===== src/rtl/hazard_ctrl_pkg.sv =====
// Shared types and constants for the hazard_ctrl pipeline sequencer.
// Optional perf counters are enabled by defining HAZARD_PERF_CNT_EN.
package hazard_pkg;

    typedef enum logic [2:0] {
        IDLE,
        RUN,
        MEM_WAIT,
        DRAIN,
        HALTED
    } hz_state_e;

    localparam int REG_ADDR_W       = 5;
    localparam int MEM_TIMEOUT_DEF  = 64;
    localparam int DRAIN_CYCLES_DEF = 3;
    localparam int PERF_CNT_W       = 32;

    // Width of a counter that must be able to hold max_val itself.
    function automatic int cnt_width(input int max_val);
        return (max_val < 2) ? 1 : $clog2(max_val + 1);
    endfunction

endpackage


===== src/rtl/hazard_ctrl_if.sv =====
// Pipeline-side signal bundle of hazard_ctrl; the controller uses the slave modport.
// Perf counter outputs exist only when HAZARD_PERF_CNT_EN is defined.
interface hazard_ctrl_if
    import hazard_pkg::*;
();
    logic                  start_i;
    logic                  IDEX_MemRead_i;
    logic [REG_ADDR_W-1:0] IDEX_Rd_i;
    logic [REG_ADDR_W-1:0] IFID_Rs1_i;
    logic [REG_ADDR_W-1:0] IFID_Rs2_i;
    logic                  IFID_UseRs1_i;
    logic                  IFID_UseRs2_i;
    logic                  Branch_taken_i;
    logic                  dmem_req_i;
    logic                  dmem_ready_i;
    logic                  halt_i;
    logic                  PCWrite_o;
    logic                  IFID_Write_o;
    logic                  IFID_Flush_o;
    logic                  IDEX_Bubble_o;
    logic                  Freeze_o;
    logic                  halted_o;
    logic                  err_o;
`ifdef HAZARD_PERF_CNT_EN
    logic [PERF_CNT_W-1:0] stall_cycles_o;
    logic [PERF_CNT_W-1:0] bubble_cnt_o;
    logic [PERF_CNT_W-1:0] flush_cnt_o;
`endif

    modport master (
        output start_i, IDEX_MemRead_i, IDEX_Rd_i, IFID_Rs1_i, IFID_Rs2_i,
               IFID_UseRs1_i, IFID_UseRs2_i, Branch_taken_i, dmem_req_i,
               dmem_ready_i, halt_i,
`ifdef HAZARD_PERF_CNT_EN
        input  stall_cycles_o, bubble_cnt_o, flush_cnt_o,
`endif
        input  PCWrite_o, IFID_Write_o, IFID_Flush_o, IDEX_Bubble_o,
               Freeze_o, halted_o, err_o
    );

    modport slave (
        input  start_i, IDEX_MemRead_i, IDEX_Rd_i, IFID_Rs1_i, IFID_Rs2_i,
               IFID_UseRs1_i, IFID_UseRs2_i, Branch_taken_i, dmem_req_i,
               dmem_ready_i, halt_i,
`ifdef HAZARD_PERF_CNT_EN
        output stall_cycles_o, bubble_cnt_o, flush_cnt_o,
`endif
        output PCWrite_o, IFID_Write_o, IFID_Flush_o, IDEX_Bubble_o,
               Freeze_o, halted_o, err_o
    );

endinterface


===== src/rtl/hazard_ctrl_load_use_detect.sv =====
// Combinational load-use comparator: a load in EX whose destination feeds
// an operand the ID instruction actually reads. x0 never creates a hazard.
module load_use_detect
    import hazard_pkg::*;
(
    input  logic                  mem_read_i,
    input  logic [REG_ADDR_W-1:0] rd_i,
    input  logic [REG_ADDR_W-1:0] rs1_i,
    input  logic [REG_ADDR_W-1:0] rs2_i,
    input  logic                  use_rs1_i,
    input  logic                  use_rs2_i,
    output logic                  stall_o
);
    always_comb begin
        stall_o = mem_read_i && (rd_i != '0) &&
                  (((rd_i == rs1_i) && use_rs1_i) || ((rd_i == rs2_i) && use_rs2_i));
    end
endmodule


===== src/rtl/hazard_ctrl.sv =====
// Pipeline sequencing controller: PC / IF/ID / ID/EX update control, load-use
// bubbles, branch flush, memory freeze and halt drain. Macro: HAZARD_PERF_CNT_EN.
module hazard_ctrl
    import hazard_pkg::*;
#(
    parameter int MEM_TIMEOUT  = MEM_TIMEOUT_DEF,
    parameter int DRAIN_CYCLES = DRAIN_CYCLES_DEF
) (
    input  logic         clk_i,
    input  logic         rst_i,
    hazard_ctrl_if.slave bus
);
    localparam int WAIT_W  = cnt_width(MEM_TIMEOUT);
    localparam int DRAIN_W = cnt_width(DRAIN_CYCLES);
    localparam logic [WAIT_W-1:0]  WAIT_MAX   = WAIT_W'(MEM_TIMEOUT);
    localparam logic [DRAIN_W-1:0] DRAIN_INIT = DRAIN_W'(DRAIN_CYCLES);
    localparam logic [DRAIN_W-1:0] DRAIN_LOAD = DRAIN_W'(DRAIN_CYCLES - 1);

    hz_state_e          state_q, state_d;
    logic [WAIT_W-1:0]  wait_cnt_q, wait_cnt_d;
    logic [DRAIN_W-1:0] drain_cnt_q, drain_cnt_d;
    logic               err_q, err_d;

    logic load_use, mem_stall, eval_run;
    logic pc_write, ifid_write, ifid_flush, idex_bubble, freeze, halted;

    load_use_detect u_load_use_detect (
        .mem_read_i (bus.IDEX_MemRead_i),
        .rd_i       (bus.IDEX_Rd_i),
        .rs1_i      (bus.IFID_Rs1_i),
        .rs2_i      (bus.IFID_Rs2_i),
        .use_rs1_i  (bus.IFID_UseRs1_i),
        .use_rs2_i  (bus.IFID_UseRs2_i),
        .stall_o    (load_use)
    );

    assign mem_stall = bus.dmem_req_i & ~bus.dmem_ready_i;

    always_comb begin
        state_d     = state_q;
        wait_cnt_d  = wait_cnt_q;
        drain_cnt_d = drain_cnt_q;
        err_d       = err_q;
        eval_run    = 1'b0;
        pc_write    = 1'b0;
        ifid_write  = 1'b0;
        ifid_flush  = 1'b0;
        idex_bubble = 1'b0;
        freeze      = 1'b0;
        halted      = 1'b0;

        case (state_q)
            IDLE: begin
                idex_bubble = 1'b1;
                if (bus.start_i) state_d = RUN;
            end
            RUN: begin
                if (mem_stall) begin
                    freeze     = 1'b1;
                    state_d    = MEM_WAIT;
                    wait_cnt_d = WAIT_W'(1);
                end else begin
                    eval_run = 1'b1;
                end
            end
            MEM_WAIT: begin
                // The timeout only flags the error; the access is still awaited.
                if (!bus.dmem_ready_i) begin
                    freeze = 1'b1;
                    if (wait_cnt_q != WAIT_MAX) wait_cnt_d = wait_cnt_q + 1'b1;
                    if (wait_cnt_d == WAIT_MAX) err_d = 1'b1;
                end else begin
                    wait_cnt_d = '0;
                    state_d    = RUN;
                    eval_run   = 1'b1;
                end
            end
            DRAIN: begin
                ifid_flush = 1'b1;
                if (mem_stall)               freeze      = 1'b1;
                else if (drain_cnt_q == '0)  state_d     = HALTED;
                else                         drain_cnt_d = drain_cnt_q - 1'b1;
            end
            HALTED: begin
                halted      = 1'b1;
                idex_bubble = 1'b1;
            end
            default: state_d = IDLE;
        endcase

        // Load-use wins over branch and halt; those are re-evaluated next cycle.
        if (eval_run) begin
            if (load_use) begin
                idex_bubble = 1'b1;
            end else if (bus.Branch_taken_i) begin
                ifid_flush = 1'b1;
                pc_write   = 1'b1;
                ifid_write = 1'b1;
            end else if (bus.halt_i) begin
                ifid_flush  = 1'b1;
                state_d     = DRAIN;
                drain_cnt_d = DRAIN_LOAD;
            end else begin
                pc_write   = 1'b1;
                ifid_write = 1'b1;
            end
        end
    end

    always_ff @(posedge clk_i) begin
        if (!rst_i) begin
            state_q     <= IDLE;
            wait_cnt_q  <= '0;
            drain_cnt_q <= DRAIN_INIT;
            err_q       <= 1'b0;
        end else begin
            state_q     <= state_d;
            wait_cnt_q  <= wait_cnt_d;
            drain_cnt_q <= drain_cnt_d;
            err_q       <= err_d;
        end
    end

    assign bus.PCWrite_o     = pc_write;
    assign bus.IFID_Write_o  = ifid_write;
    assign bus.IFID_Flush_o  = ifid_flush;
    assign bus.IDEX_Bubble_o = idex_bubble;
    assign bus.Freeze_o      = freeze;
    assign bus.halted_o      = halted;
    assign bus.err_o         = err_q;

`ifdef HAZARD_PERF_CNT_EN
    logic [PERF_CNT_W-1:0] stall_cnt_q, stall_cnt_d;
    logic [PERF_CNT_W-1:0] bubble_cnt_q, bubble_cnt_d;
    logic [PERF_CNT_W-1:0] flush_cnt_q, flush_cnt_d;
    logic                  in_run;

    // Bubble and flush counts only cover the executing states, not IDLE/DRAIN/HALTED.
    always_comb begin
        in_run       = (state_q == RUN) || (state_q == MEM_WAIT);
        stall_cnt_d  = stall_cnt_q  + PERF_CNT_W'(freeze);
        bubble_cnt_d = bubble_cnt_q + PERF_CNT_W'(idex_bubble & in_run);
        flush_cnt_d  = flush_cnt_q  + PERF_CNT_W'(ifid_flush & in_run);
    end

    always_ff @(posedge clk_i) begin
        if (!rst_i) begin
            stall_cnt_q  <= '0;
            bubble_cnt_q <= '0;
            flush_cnt_q  <= '0;
        end else begin
            stall_cnt_q  <= stall_cnt_d;
            bubble_cnt_q <= bubble_cnt_d;
            flush_cnt_q  <= flush_cnt_d;
        end
    end

    assign bus.stall_cycles_o = stall_cnt_q;
    assign bus.bubble_cnt_o   = bubble_cnt_q;
    assign bus.flush_cnt_o    = flush_cnt_q;
`endif

endmodule


===== src/flat_wrapper.sv =====
// flat-port wrapper written by rule: the top's interface ports become plain ports
module hazard_ctrl_flat import hazard_pkg::*;
#(
    parameter int MEM_TIMEOUT  = MEM_TIMEOUT_DEF,
    parameter int DRAIN_CYCLES = DRAIN_CYCLES_DEF
)
  (clk_i, rst_i, bus_start_i, bus_IDEX_MemRead_i, bus_IDEX_Rd_i, bus_IFID_Rs1_i, bus_IFID_Rs2_i, bus_IFID_UseRs1_i, bus_IFID_UseRs2_i, bus_Branch_taken_i, bus_dmem_req_i, bus_dmem_ready_i, bus_halt_i, bus_PCWrite_o, bus_IFID_Write_o, bus_IFID_Flush_o, bus_IDEX_Bubble_o, bus_Freeze_o, bus_halted_o, bus_err_o);
  hazard_ctrl_if bus_i ();
  input  logic clk_i;
  input  logic rst_i;
  input wire logic [$bits(bus_i.start_i)-1:0] bus_start_i;
  input wire logic [$bits(bus_i.IDEX_MemRead_i)-1:0] bus_IDEX_MemRead_i;
  input wire logic [$bits(bus_i.IDEX_Rd_i)-1:0] bus_IDEX_Rd_i;
  input wire logic [$bits(bus_i.IFID_Rs1_i)-1:0] bus_IFID_Rs1_i;
  input wire logic [$bits(bus_i.IFID_Rs2_i)-1:0] bus_IFID_Rs2_i;
  input wire logic [$bits(bus_i.IFID_UseRs1_i)-1:0] bus_IFID_UseRs1_i;
  input wire logic [$bits(bus_i.IFID_UseRs2_i)-1:0] bus_IFID_UseRs2_i;
  input wire logic [$bits(bus_i.Branch_taken_i)-1:0] bus_Branch_taken_i;
  input wire logic [$bits(bus_i.dmem_req_i)-1:0] bus_dmem_req_i;
  input wire logic [$bits(bus_i.dmem_ready_i)-1:0] bus_dmem_ready_i;
  input wire logic [$bits(bus_i.halt_i)-1:0] bus_halt_i;
  output wire logic [$bits(bus_i.PCWrite_o)-1:0] bus_PCWrite_o;
  output wire logic [$bits(bus_i.IFID_Write_o)-1:0] bus_IFID_Write_o;
  output wire logic [$bits(bus_i.IFID_Flush_o)-1:0] bus_IFID_Flush_o;
  output wire logic [$bits(bus_i.IDEX_Bubble_o)-1:0] bus_IDEX_Bubble_o;
  output wire logic [$bits(bus_i.Freeze_o)-1:0] bus_Freeze_o;
  output wire logic [$bits(bus_i.halted_o)-1:0] bus_halted_o;
  output wire logic [$bits(bus_i.err_o)-1:0] bus_err_o;
  assign bus_i.start_i = bus_start_i;
  assign bus_i.IDEX_MemRead_i = bus_IDEX_MemRead_i;
  assign bus_i.IDEX_Rd_i = bus_IDEX_Rd_i;
  assign bus_i.IFID_Rs1_i = bus_IFID_Rs1_i;
  assign bus_i.IFID_Rs2_i = bus_IFID_Rs2_i;
  assign bus_i.IFID_UseRs1_i = bus_IFID_UseRs1_i;
  assign bus_i.IFID_UseRs2_i = bus_IFID_UseRs2_i;
  assign bus_i.Branch_taken_i = bus_Branch_taken_i;
  assign bus_i.dmem_req_i = bus_dmem_req_i;
  assign bus_i.dmem_ready_i = bus_dmem_ready_i;
  assign bus_i.halt_i = bus_halt_i;
  assign bus_PCWrite_o = bus_i.PCWrite_o;
  assign bus_IFID_Write_o = bus_i.IFID_Write_o;
  assign bus_IFID_Flush_o = bus_i.IFID_Flush_o;
  assign bus_IDEX_Bubble_o = bus_i.IDEX_Bubble_o;
  assign bus_Freeze_o = bus_i.Freeze_o;
  assign bus_halted_o = bus_i.halted_o;
  assign bus_err_o = bus_i.err_o;
  hazard_ctrl #(.MEM_TIMEOUT(MEM_TIMEOUT), .DRAIN_CYCLES(DRAIN_CYCLES)) u_core (.clk_i(clk_i), .rst_i(rst_i), .bus(bus_i));
endmodule

===== config.mk =====
export PLATFORM = sky130hd
export DESIGN_NAME = hazard_ctrl_flat
export DESIGN_NICKNAME = d
export VERILOG_FILES = /design/src/rtl/hazard_ctrl_pkg.sv /design/src/rtl/hazard_ctrl_if.sv /design/src/rtl/hazard_ctrl_load_use_detect.sv /design/src/rtl/hazard_ctrl.sv /design/src/flat_wrapper.sv
export SDC_FILE = /design/constraint.sdc
export NUM_CORES = 1
export LEC_CHECK = 0
export ABC_AREA = 1
export CORE_MARGIN = 3
export CORE_UTILIZATION = 35
export CTS_BUF_LIST = sky130_fd_sc_hd__clkbuf_8
export DETAILED_ROUTE_END_ITERATION = 6
export PLACE_DENSITY_LB_ADDON = 0.15
export SLEW_MARGIN = 30
export SYNTH_ARGS = -nofsm -noshare
export SYNTH_HDL_FRONTEND = slang
export SYNTH_SLANG_ARGS = --single-unit

===== constraint.sdc =====
create_clock -name clk_i -period 5.2 [get_ports clk_i]
set_input_delay 1.56 -clock clk_i [delete_from_list [all_inputs] [get_ports clk_i]]
set_output_delay 1.56 -clock clk_i [all_outputs]
set_load 0.01 [all_outputs]

==> reports/metrics.cfg <==
[status]
status = complete, no violations

[layout]
antenna_cells = 0
fill_cells = 300
syn2layout_area_growth_pct = 37.36
fin_nets = 253
design_area_um2 = 1421
seqCellArea_um2 = 260.3
multiInputGateArea_um2 = 635.6
fin_util_pct = 51.10
drive_above_1_share_pct = 2.222

[sta]
post-route-period-util_pct = 95.37
min_period_ps = 4959
max_slew.worst_pin.slew_ps = 455.1
timing.fmax_mhz = 201.6
rsz0062_at_grt = no
finalHoldViolCount = 0
report.final.slew_viol_count = 0
setup_viol = 0
skew_ps = 3.800
whs_ps = 453.2
fin_tns_setup_ps = 0
relSlewSlack_pct = 69.55

[clock_tree]
clkLatencyLatePin_ps = 250
post_cts_buffers = 0
cts_tree = built
path_clk_slew_ps = 50
clock-sinks = 13
numCtsBuffers = 3
cts_root_buf = clkbuf_8
htreeDepth = 1
cts_resized = 0
cts_buffer_depth = 2
ctsHoldBuffers = 0

[worst_setup_path]
slowest_delay_ps = 580
cp-end-kind = output pin
critPathTopFamily = buffers and inverters
critPathArrivalTime_ps = 3400
critPathKind = in -> out
path_cells = clkdlybuf4s50_1 -> inv_1 -> nand4_1 -> o21ai_0 -> inv_1 -> nand2_1 -> nand2_1 -> nor2_1 -> clkdlybuf4s50_1
crit_path_start_kind = primary input
critPathBufInv = 4
cp_max_fo = 3
cp.required_ps = 3640
cp_slowest_cell = clkdlybuf4s50_1

[floorplanning]
core_um2 = 2781
die_area_um2 = 3645
die_h_um = 60.37
row_count = 19
fp.dieW_um = 60.37
io_pins = 32
start_util_pct = 37.20

[routing]
drc_errors = 0
routed_wl_um = 2685
wl_per_cell_um = 10.49
first_pass_iters = 4
ant_nets = 0
vias = 1239
vias_per_cell = 4.840
first_iter_violations = 59

[yosys]
yosys.area.top_type = dfxtp_1
synth.distinct_cells = 19
syn-instance-count = 191
synth-seq-cells = 13
yosys_warnings = 0
synth_area_per_cell_um2 = 5.417
synthArstFlopShare_pct = 0
synth.area.top_cells = dfxtp_1 25%, nand2_1 23%, inv_1 12%
synth_area_um2 = 1035
synth_ff_type = dfxtp_1
synth_top_area_share_pct = 25.15
yosysSeqAreaShare_pct = 25.15
syn_nets = 218
synth_edf_count = 0

[power]
power_density_nw_per_um2 = 188.1
p_sw_share_pct = 28.68
p_sw_uw = 76.66
seq_power_share_pct = 39.6
leakagePower_nw = 0.6732
p_int_uw = 190.6
finalPower_uw = 267.3
power_frac_clock_pct = 33.9
pwr-share-comb_pct = 26.5
worst_ir_drop_vdd_mv = 0.2278

[flow_run]
cap_viol_max_count = 0

[grt]
grt_util_all_layers_pct = 16.61
grt_max_degree = 10
first_global_vias = 1116
grt_remaining_overflow = 0
grt_pass1_wl_um = 4671
antenna_found_initial = 0

[place]
placed_area_um2 = 1376
detailedPlacementHpwl_um = 2188
portBuffers = 31
gp_congestion = 0.8788

[hold_path]
hp-class = reg -> reg

## final cells by class
class,instances,area share [%]
multi-input cells,142,44.72
repair buffers,31,21.83
flip-flops and latches,13,18.31
inverters,35,9.243
clock buffers,3,2.905
well taps,31,2.729
clock inverters,1,0.2641
## cell families (layout without fill, tap and decap cells)
| kind of cell | Yosys count | in the layout | synth area share, % |
|---|---|---|---|
| compound gates | 22 | 22 | 11.73 |
| xor+xnor | 1 | 1 | 0.8466 |
| fa+ha+maj | 2 | 2 | 2.418 |
| buf+inv | 36 | 70 | 13.42 |
| flops | 13 | 13 | 25.15 |
| simple gates | 117 | 117 | 46.43 |
## registers in the layout, summed over array words and instances (netlist names)
| register | flops |
|---|---|
| u_core.wait_cnt_q | 7 |
| u_core.state_q | 3 |
| u_core.drain_cnt_q | 2 |
| u_core.bus.err_o | 1 |
## tightest hold or removal path, stage by stage (launching register included)
cell and delay [ps]:
dfxtp_1 310, inv_1 50, a21oi_1 50
## per-layer routing
layer / global-route usage [%] / share of wire (%) / up-vias
li1: - / - / 660
met1: 21.98 / 45 / 543
met2: 26.70 / 47 / 31
met3: 4.681 / 6.7 / 5
met4: 4.114 / 0.82 / 0
met5: 0 / 0 / -
## power groups by stage
stage	logic [mW]	registers, mW	clock network, mW
2_1_floorplan	0.0352	0.107	0
3_3_place_gp	0.0697	0.108	0
3_5_place_dp	0.0704	0.108	0
4_1_cts	0.0709	0.106	0.0934
5_1_grt	0.0794	0.106	0.0987
6_report	0.0707	0.106	0.0907
## cells in the mapped netlist, types with 2 or more instances
cell	n
a21oi_1	11
dfxtp_1	13
ha_1	2
inv_1	34
nand2_1	63
nand3_1	19
nand4_1	3
nor2_1	29
o21ai_0	6
o31ai_1	2
## path summary, 6_finish.rpt
check        depth (start not counted)                             to  slack [ps]                              start
max reg2reg                          9  u_core.bus.err_o$_SDFFE_PN0P_        3720  u_core.wait_cnt_q[0]$_SDFFE_PN0P_
min                                  2  u_core.bus.err_o$_SDFFE_PN0P_         450      u_core.bus.err_o$_SDFFE_PN0P_
min reg2reg                          2  u_core.bus.err_o$_SDFFE_PN0P_         450      u_core.bus.err_o$_SDFFE_PN0P_
max                                  9               bus_IFID_Write_o         240                   bus_IDEX_Rd_i[2]
## cell usage in the layout, fill, tap and decap left out, types with 2 or more instances in the layout
cell | synthesis | layout
nand2_1 | 63 | 63
o31ai_1 | 2 | 2
nor2_1 | 29 | 29
clkbuf_8 | 0 | 3
nand4_1 | 3 | 3
inv_1 | 34 | 35
clkdlybuf4s50_1 | 0 | 31
ha_1 | 2 | 2
dfxtp_1 | 13 | 13
o21ai_0 | 6 | 6
nand3_1 | 19 | 19
a21oi_1 | 11 | 11
## metrics by stage
| stage | instances | setup slack [ps] |
|---|---|---|
| after floorplan | 191 | 1205 |
| after global placement | 252 | 337.1 |
| after detailed placement | 252 | 303.3 |
| after CTS | 256 | 286.7 |
| after global routing | 256 | 77.51 |
| final | 256 | 240.6 |
Power figures use the tool's default switching activity.
